`config.mk`:
```
export PLATFORM = sky130hd
export DESIGN_NAME = data_width_downsizer
export DESIGN_NICKNAME = d
export VERILOG_FILES = /design/src/rtl/dwc_pkg.sv /design/src/rtl/dwc_slice_mux.sv /design/src/rtl/data_width_downsizer.sv
export SDC_FILE = /design/constraint.sdc
export NUM_CORES = 1
export LEC_CHECK = 0
export CORE_MARGIN = 2
export CORE_UTILIZATION = 35
export CTS_CLUSTER_DIAMETER = 40
export DETAILED_ROUTE_END_ITERATION = 10
export PLACE_DENSITY_LB_ADDON = 0.2
export SLEW_MARGIN = 10
export SYNTH_ARGS = -nofsm -noshare
export SYNTH_HDL_FRONTEND = slang
export SYNTH_SLANG_ARGS = --single-unit
```
`constraint.sdc`:
```
create_clock -name clk_in -period 2.19 [get_ports clk_in]
set_clock_uncertainty 0.15 [all_clocks]
set_input_delay 0.219 -clock clk_in [delete_from_list [all_inputs] [get_ports clk_in]]
set_output_delay 0.219 -clock clk_in [all_outputs]
set_load 0.02 [all_outputs]
```
`src/rtl/dwc_pkg.sv`:
```
// Shared types and helpers for the data width downsizer.
// Slice ordering is selected by DWC_LSB_FIRST_EN (default MSB-first).
package dwc_pkg;

  typedef enum logic {
    IDLE = 1'b0,
    SEND = 1'b1
  } state_t;

`ifdef DWC_LSB_FIRST_EN
  localparam bit LSB_FIRST = 1'b1;
`else
  localparam bit LSB_FIRST = 1'b0;
`endif

  // Low bit position of emitted slice idx within the input word.
  function automatic int slice_lo(input int idx, input int in_w, input int out_w,
                                  input bit lsb_first);
    return lsb_first ? (idx * out_w) : (in_w - (idx + 1) * out_w);
  endfunction

  function automatic bit params_ok(input int in_w, input int out_w);
    return (out_w > 0) && ((in_w % out_w) == 0) && ((in_w / out_w) >= 2);
  endfunction

endpackage

```
`src/rtl/dwc_slice_mux.sv`:
```
// Combinational selector returning the idx-th emitted slice of a word.
// Ordering follows dwc_pkg::LSB_FIRST (DWC_LSB_FIRST_EN).
module dwc_slice_mux
  import dwc_pkg::*;
#(
  parameter int IN_W  = 64,
  parameter int OUT_W = 16,
  localparam int RATIO = IN_W / OUT_W,
  localparam int CNT_W = $clog2(RATIO)
) (
  input  logic [IN_W-1:0]  word,
  input  logic [CNT_W-1:0] idx,
  output logic [OUT_W-1:0] slice
);

  always_comb begin
    slice = '0;
    for (int k = 0; k < RATIO; k++) begin
      if (idx == CNT_W'(k)) begin
        slice = word[slice_lo(k, IN_W, OUT_W, LSB_FIRST) +: OUT_W];
      end
    end
  end

endmodule

```
`src/rtl/data_width_downsizer.sv`:
```
// Splits an IN_W-bit word into up to IN_W/OUT_W OUT_W-bit slices with valid/ready on both sides.
// Define DWC_LSB_FIRST_EN to emit slices low end first.
module data_width_downsizer
  import dwc_pkg::*;
#(
  parameter int IN_W  = 64,
  parameter int OUT_W = 16,
  localparam int RATIO = IN_W / OUT_W,
  localparam int CNT_W = $clog2(RATIO)
) (
  input  logic             clk_in,
  input  logic             rst_n,
  input  logic             valid_in,
  output logic             ready_in,
  input  logic [IN_W-1:0]  data_in,
  input  logic [CNT_W-1:0] len_in,
  output logic             valid_out,
  input  logic             ready_out,
  output logic [OUT_W-1:0] data_out,
  output logic             last_out,
  output logic             busy
);

  localparam bit PARAMS_OK = params_ok(IN_W, OUT_W);
  localparam logic [CNT_W-1:0] LAST_IDX = CNT_W'(RATIO - 1);

  generate
    if (!PARAMS_OK) begin : g_bad_params
      $error("data_width_downsizer: IN_W must be a multiple of OUT_W with ratio >= 2");
    end
  endgenerate

  // Handshake: a beat moves on a side only at a rising clk_in edge where that
  // side's valid and ready are both high; valid_out never drops without a move.
  state_t           state_q, state_d;
  logic [IN_W-1:0]  word_q, word_d;
  logic [CNT_W-1:0] len_q, len_d;
  logic [CNT_W-1:0] cnt_q, cnt_d;
  logic [CNT_W-1:0] len_clamped;
  logic [OUT_W-1:0] slice;
  logic             is_last;
  logic             out_fire;
  logic             in_fire;

  dwc_slice_mux #(
    .IN_W (IN_W),
    .OUT_W(OUT_W)
  ) u_slice_mux (
    .word (word_q),
    .idx  (cnt_q),
    .slice(slice)
  );

  assign is_last     = (cnt_q == len_q);
  assign valid_out   = (state_q == SEND);
  assign busy        = valid_out;
  assign last_out    = valid_out && is_last;
  assign data_out    = valid_out ? slice : '0;
  assign out_fire    = valid_out && ready_out;
  // Accept the next word in the same cycle the previous last slice leaves.
  assign ready_in    = (state_q == IDLE) || (out_fire && last_out);
  assign in_fire     = valid_in && ready_in;
  assign len_clamped = (len_in > LAST_IDX) ? LAST_IDX : len_in;

  always_comb begin
    state_d = state_q;
    word_d  = word_q;
    len_d   = len_q;
    cnt_d   = cnt_q;
    case (state_q)
      IDLE: begin
        if (in_fire) begin
          word_d  = data_in;
          len_d   = len_clamped;
          cnt_d   = '0;
          state_d = SEND;
        end
      end
      SEND: begin
        if (out_fire) begin
          if (is_last) begin
            cnt_d = '0;
            if (in_fire) begin
              word_d = data_in;
              len_d  = len_clamped;
            end else begin
              state_d = IDLE;
            end
          end else begin
            cnt_d = cnt_q + 1'b1;
          end
        end
      end
      default: state_d = IDLE;
    endcase
  end

  always_ff @(posedge clk_in or negedge rst_n) begin
    if (!rst_n) begin
      state_q <= IDLE;
      word_q  <= '0;
      len_q   <= '0;
      cnt_q   <= '0;
    end else begin
      state_q <= state_d;
      word_q  <= word_d;
      len_q   <= len_d;
      cnt_q   <= cnt_d;
    end
  end

endmodule

```
### After elaboration in Yosys (flattened, before gate mapping)

Index checks and enable logic that the tools add are counted.

* input port bits: 70
* logic and storage cells: 44
* register bits after elaboration: 69
* output and inout port bits: 20

* reductions and logical operators: 8
* equal/unequal tests: 7
* bitwise gates (word level): 1
* multiplexer cells: 22
* add/subtract/negate cells: 1
* magnitude comparators: 1

Operators with widths (number)
* 64-bit two-way mux: 3
* 64-bit case mux with 2 select lines: 1
* 16-bit two-way mux: 5
* 2-bit two-way mux: 7
* 2-bit case mux with 2 select lines: 2
* 2-bit equality test (second input constant): 2
* 1-bit logical AND: 4
* 2-bit by 1-bit inequality test with 1-bit output (second input constant): 2
* 2-bit AND reduction: 2
* 1-bit two-way mux: 3
* 2-bit by 1-bit adder with 2-bit output (second input constant): 1
* 2-bit by 1-bit equality test with 1-bit output (second input constant): 1
* 2-bit equality test: 1
* 2-bit > comparator (second input constant): 1
* 2-bit zero test: 1
* 2-bit inequality test (second input constant): 1
* 1-bit case mux with 2 select lines: 1
* 1-bit logical OR: 1
* 1-bit inverter: 1

### Depth between registers and ports, before layout

* word-level depth: 9
* gate-level depth with buffers: 7
* mapped depth without buffers: 5

### Cells and area by module

Synthesis repeated with hierarchy kept, for this count alone.

* cell total of the unflattened synthesis: 215
* area, all modules: 3276.9 um^2

By module, submodules not included
* data_width_downsizer: area an instance 2852.7 um^2, sequential area each 1726.7 um^2, cells an instance 195, instances 1
* dwc_slice_mux: area an instance 424.2 um^2, sequential area each 0.0 um^2, cells an instance 20, instances 1

### Worst setup path after synthesis

Ideal clock, no wire load.

* path kind: reg-to-output
* start: reg cnt_q[0]
* end: out data_out[10]
* stages on the path, launching flop included: 8
* data arrival time: 1776 ps
* setup slack: 45 ps
* data required time: 1821 ps
* buffers on the path: 2
* cells stage by stage: dfrtp_1 > inv_1 > ha_1 > clkbuf_1 > buf_2 > nand3b_1 > a221o_1 > a21boi_1

* longest elaborated chain between the ends: 6
* elaborated cells between the ends (all ways): 9
* those cells by class: 3 x eq/ne; 5 x mux; 1 x reduce/logical

Ends and longest elaborated chain
* start, declared: line data_width_downsizer.sv:38 `logic [CNT_W-1:0] cnt_q, cnt_d;`
* start signal, assigned: line data_width_downsizer.sv:108 `cnt_q <= cnt_d;`
* 2-bit zero test: line dwc_slice_mux.sv:19 `if (idx == CNT_W'(k)) begin`
* 16-bit two-way mux (3 in a row): line dwc_slice_mux.sv:19
* 16-bit two-way mux *: line dwc_slice_mux.sv:19
* 16-bit two-way mux *: line data_width_downsizer.sv:58 `assign data_out = valid_out ? slice : '0;`
* end, declared: line data_width_downsizer.sv:19 `output logic [OUT_W-1:0] data_out,`

Every way passes the cells marked *; elsewhere a longest branch is shown, timed or not.

### Worst setup path in the final report

* start: reg cnt_q[0]
* end: out data_out[12]

Same word-level chain as after synthesis.

==> run_results.csv <==
group,metric,value,unit
synthesis,yosysSeqAreaShare,0.3312,
placement,numPortBuffers,89,
outcome,violations,"setup timing",
clock_tree,cts_tree,"built",
die,die_w,126.1,um
sta,fmax,433.7,MHz
clock_tree,root_buffer,"clkbuf_16",
die,core_area,14530,um^2
placement,place.gp.congestion,0.9168,
synthesis,synthArstFlopShare,1.000,
die,dieArea,15890,um^2
sta,period_minus_slack,2.306,ns
grt,grt_pass1_wl,29.97,mm
critical_path,cp-end-kind,"output port",
placement,dpl-instance-area,6484,um^2
grt,first_global_vias,5297,
grt,grt_usage,0.2367,
final_layout,final_area,6850,um^2
clock_tree,clock_path_buffers,2,
critical_path,path_cells,"inv_2 > ha_2 > buf_12 > nand3b_1 > a221o_1 > a21boi_2 > buf_6",
min_path,worstHoldPathType,"in2async",
power_and_ir_drop,power_frac_clock,0.116,
clock_tree,cts_max_level,3,
power_and_ir_drop,cellLeakagePower,2.710,nW
critical_path,slowest_delay,0.43,ns
synthesis,syn_area,5214,um^2
sta,fin_crit_sh,1.053,
critical_path,critPathSlowestCell,"dfrtp_2",
synthesis,synthCells,596,
grt,grt_start_max_net_pins,70,
critical_path,cp_num_buf_inv,3,
sta,slew_viol_final,0,
final_layout,nNetsFinal,739,
critical_path,required,1.82,ns
critical_path,cp_top_family,"compound AO/OA/AOI/OAI gates",
final_layout,fin_util,0.4713,
die,start_util,0.3587,
sta,finalHoldWorstSlack,0.2583,ns
routing,drc,0,
die,rows,44,
power_and_ir_drop,p_per_area,1718,nW/um^2
power_and_ir_drop,combPwrFrac,0.648,
synthesis,synth_largest_area_cell,"dfrtp_1",
critical_path,cp-start-kind,"flip-flop",
routing,dr.first_iter.drc_count,833,
outcome,outcome,"complete, but fails checks",
sta,tightest_slew,0.5652,ns
sta,setup_violations,16,
synthesis,ys_types,29,
synthesis,syn-mean-instance-area,8.748,um^2
final_layout,diodes,0,
routing,first_pass_iters,8,
clock_tree,cts_num_sinks,69,
final_layout,instances_no_fill,854,
critical_path,arrival,1.94,ns
die,die_h,126.1,um
synthesis,syn_nets,670,
synthesis,synthFlopType,"dfrtp_1",
sta,maxSlewHeadroom,0.6232,
routing,vias,5527,
grt,antenna_found_initial,0,
critical_path,crit_path_max_fanout,16,
job,maxCapViolCount,0,
synthesis,ys_warn_count,0,
final_layout,nFillCells,1390,
routing,ant_nets,0,
placement,dp_cells,835,
grt,overflow,0,
power_and_ir_drop,swShare,0.4835,
final_layout,syn2layout_area_growth,31.39,%
power_and_ir_drop,peakVddDrop,0.6788,mV
synthesis,synth_edf_count,0,
clock_tree,clkLatencyLatePin,0.34,ns
clock_tree,clk_transition_reported_paths,0.06,ns
synthesis,yosysMostFrequentCell,"nand2_1",
sta,timing.final.ws_setup,-0.1156,ns
routing,vias_per_cell,6.472,
power_and_ir_drop,power.share.sequential,0.236,
synthesis,yosys_register_bits,69,
critical_path,path_class,"reg2out",
power_and_ir_drop,p_int,6.079,mW
sta,hold_viol,0,
placement,dp_hpwl,12.74,mm
routing,wire_per_inst,22.68,um
synthesis,synth.area.top_cells,"dfrtp_1 (33%), a222oi_1 (12%), nand4_1 (7.9%)",
die,io_pins,90,
power_and_ir_drop,power_switching,5.691,mW
clock_tree,numCtsBuffers,9,
routing,wirelength,19.37,mm
final_layout,drive_gt1_frac,0.1910,
sta,fin_tns_setup,-1.367,ns
sta,rsz0062_at_grt,"true",
synthesis,yosysTopAreaCellShare,0.3312,
synthesis,synth_common_cells,"nand2_1 (84), dfrtp_1 (69), nand4_1 (66)",
-- flip-flops by register name, indices dropped and copies added (netlist names) --
signal	flops
word_q	64
busy	1
len_q	2
cnt_q	2
-- final timing paths --
kind / from / end / slack [ns] / cells after the start
max: cnt_q[0] / data_out[12] / -0.12 / 7
min: rst_n / word_q[30] / 0.26 / 2
max reg2reg: cnt_q[0] / word_q[61] / 0.29 / 6
min reg2reg: word_q[31] / word_q[31] / 0.44 / 2
max in group asynchronous: rst_n / busy / 0.98 / 3
min in group clk_in: data_in[55] / word_q[55] / 0.35 / 3
-- metrics by stage --
stage | setup WS [ns] | power [mW]
after floorplan | 0.04530 | 7.323
after global placement | -0.2263 | 9.953
after detailed placement | -0.2607 | 10.14
after CTS | -0.1106 | 11.49
after global routing | -0.2090 | 12.52
final | -0.1156 | 11.77
-- timing repair --
action	in CTS	in global routing
cloned	0	1
pin swaps	1	4
hold buffers	1	0
setup buffers	0	1
setup endpoints to repair	18	23
resized for setup	95	13
endpoints found under the hold margin	17	0
-- routing by layer --
| metal | share of wire | track usage | vias to the layer above |
|---|---|---|---|
| li1 | - | - | 2481 |
| met1 | 0.42 | 0.3277 | 2740 |
| met2 | 0.47 | 0.3631 | 271 |
| met3 | 0.077 | 0.05055 | 35 |
| met4 | 0.028 | 0.09050 | 0 |
| met5 | 0 | 0 | - |
-- logic make-up after synthesis --
group	after synthesis	synth area share
AO/OA/AOI/OAI	184	0.3240
XOR/XNOR	2	0.004801
AND/OR/NAND/NOR	240	0.2510
buffers and inverters	97	0.07943
adder cells (fa/ha/maj)	4	0.009600
flip-flops	69	0.3312
-- power by group through the flow --
| stage | Combinational (mW) | Clock, mW | Sequential, mW |
|---|---|---|---|
| 2_1_floorplan | 4.98 | 0 | 2.35 |
| 3_3_place_gp | 7.23 | 0 | 2.72 |
| 3_5_place_dp | 7.38 | 0 | 2.77 |
| 4_1_cts | 7.35 | 1.38 | 2.76 |
| 5_1_grt | 8.23 | 1.43 | 2.86 |
| 6_report | 7.63 | 1.36 | 2.78 |
-- cells in the final DEF, fill, tap and decap left out, types with 3 or more instances in the layout --
cell	netlist	routed
nand3b_1	16	16
a221o_1	16	16
nand4_1	66	66
buf_12	0	11
inv_2	2	4
o211ai_2	30	30
ha_2	0	3
and2_1	62	60
a222oi_1	60	60
dfrtp_1	69	67
inv_1	18	16
clkbuf_1	58	4
a221oi_1	6	6
o211ai_1	36	36
a21oi_1	17	17
clkbuf_16	0	10
a21boi_2	0	8
a21boi_1	16	8
nand2_1	84	84
clkdlybuf4s50_1	0	70
nor2b_1	8	6
buf_6	4	6
buf_4	1	41
-- final cells by class --
type,count,area [um^2],area share
Clock buffer,14,254.0,0.03708
Clock inverter,2,10.01,0.001461
Inverter,20,75.07,0.01096
Multi-Input combinational cell,430,3166,0.4621
Sequential cell,69,1732,0.2528
Tap cell,184,230.2,0.03361
Timing Repair Buffer,135,1384,0.2020
No activity file was read; power rests on OpenSTA's default activity.
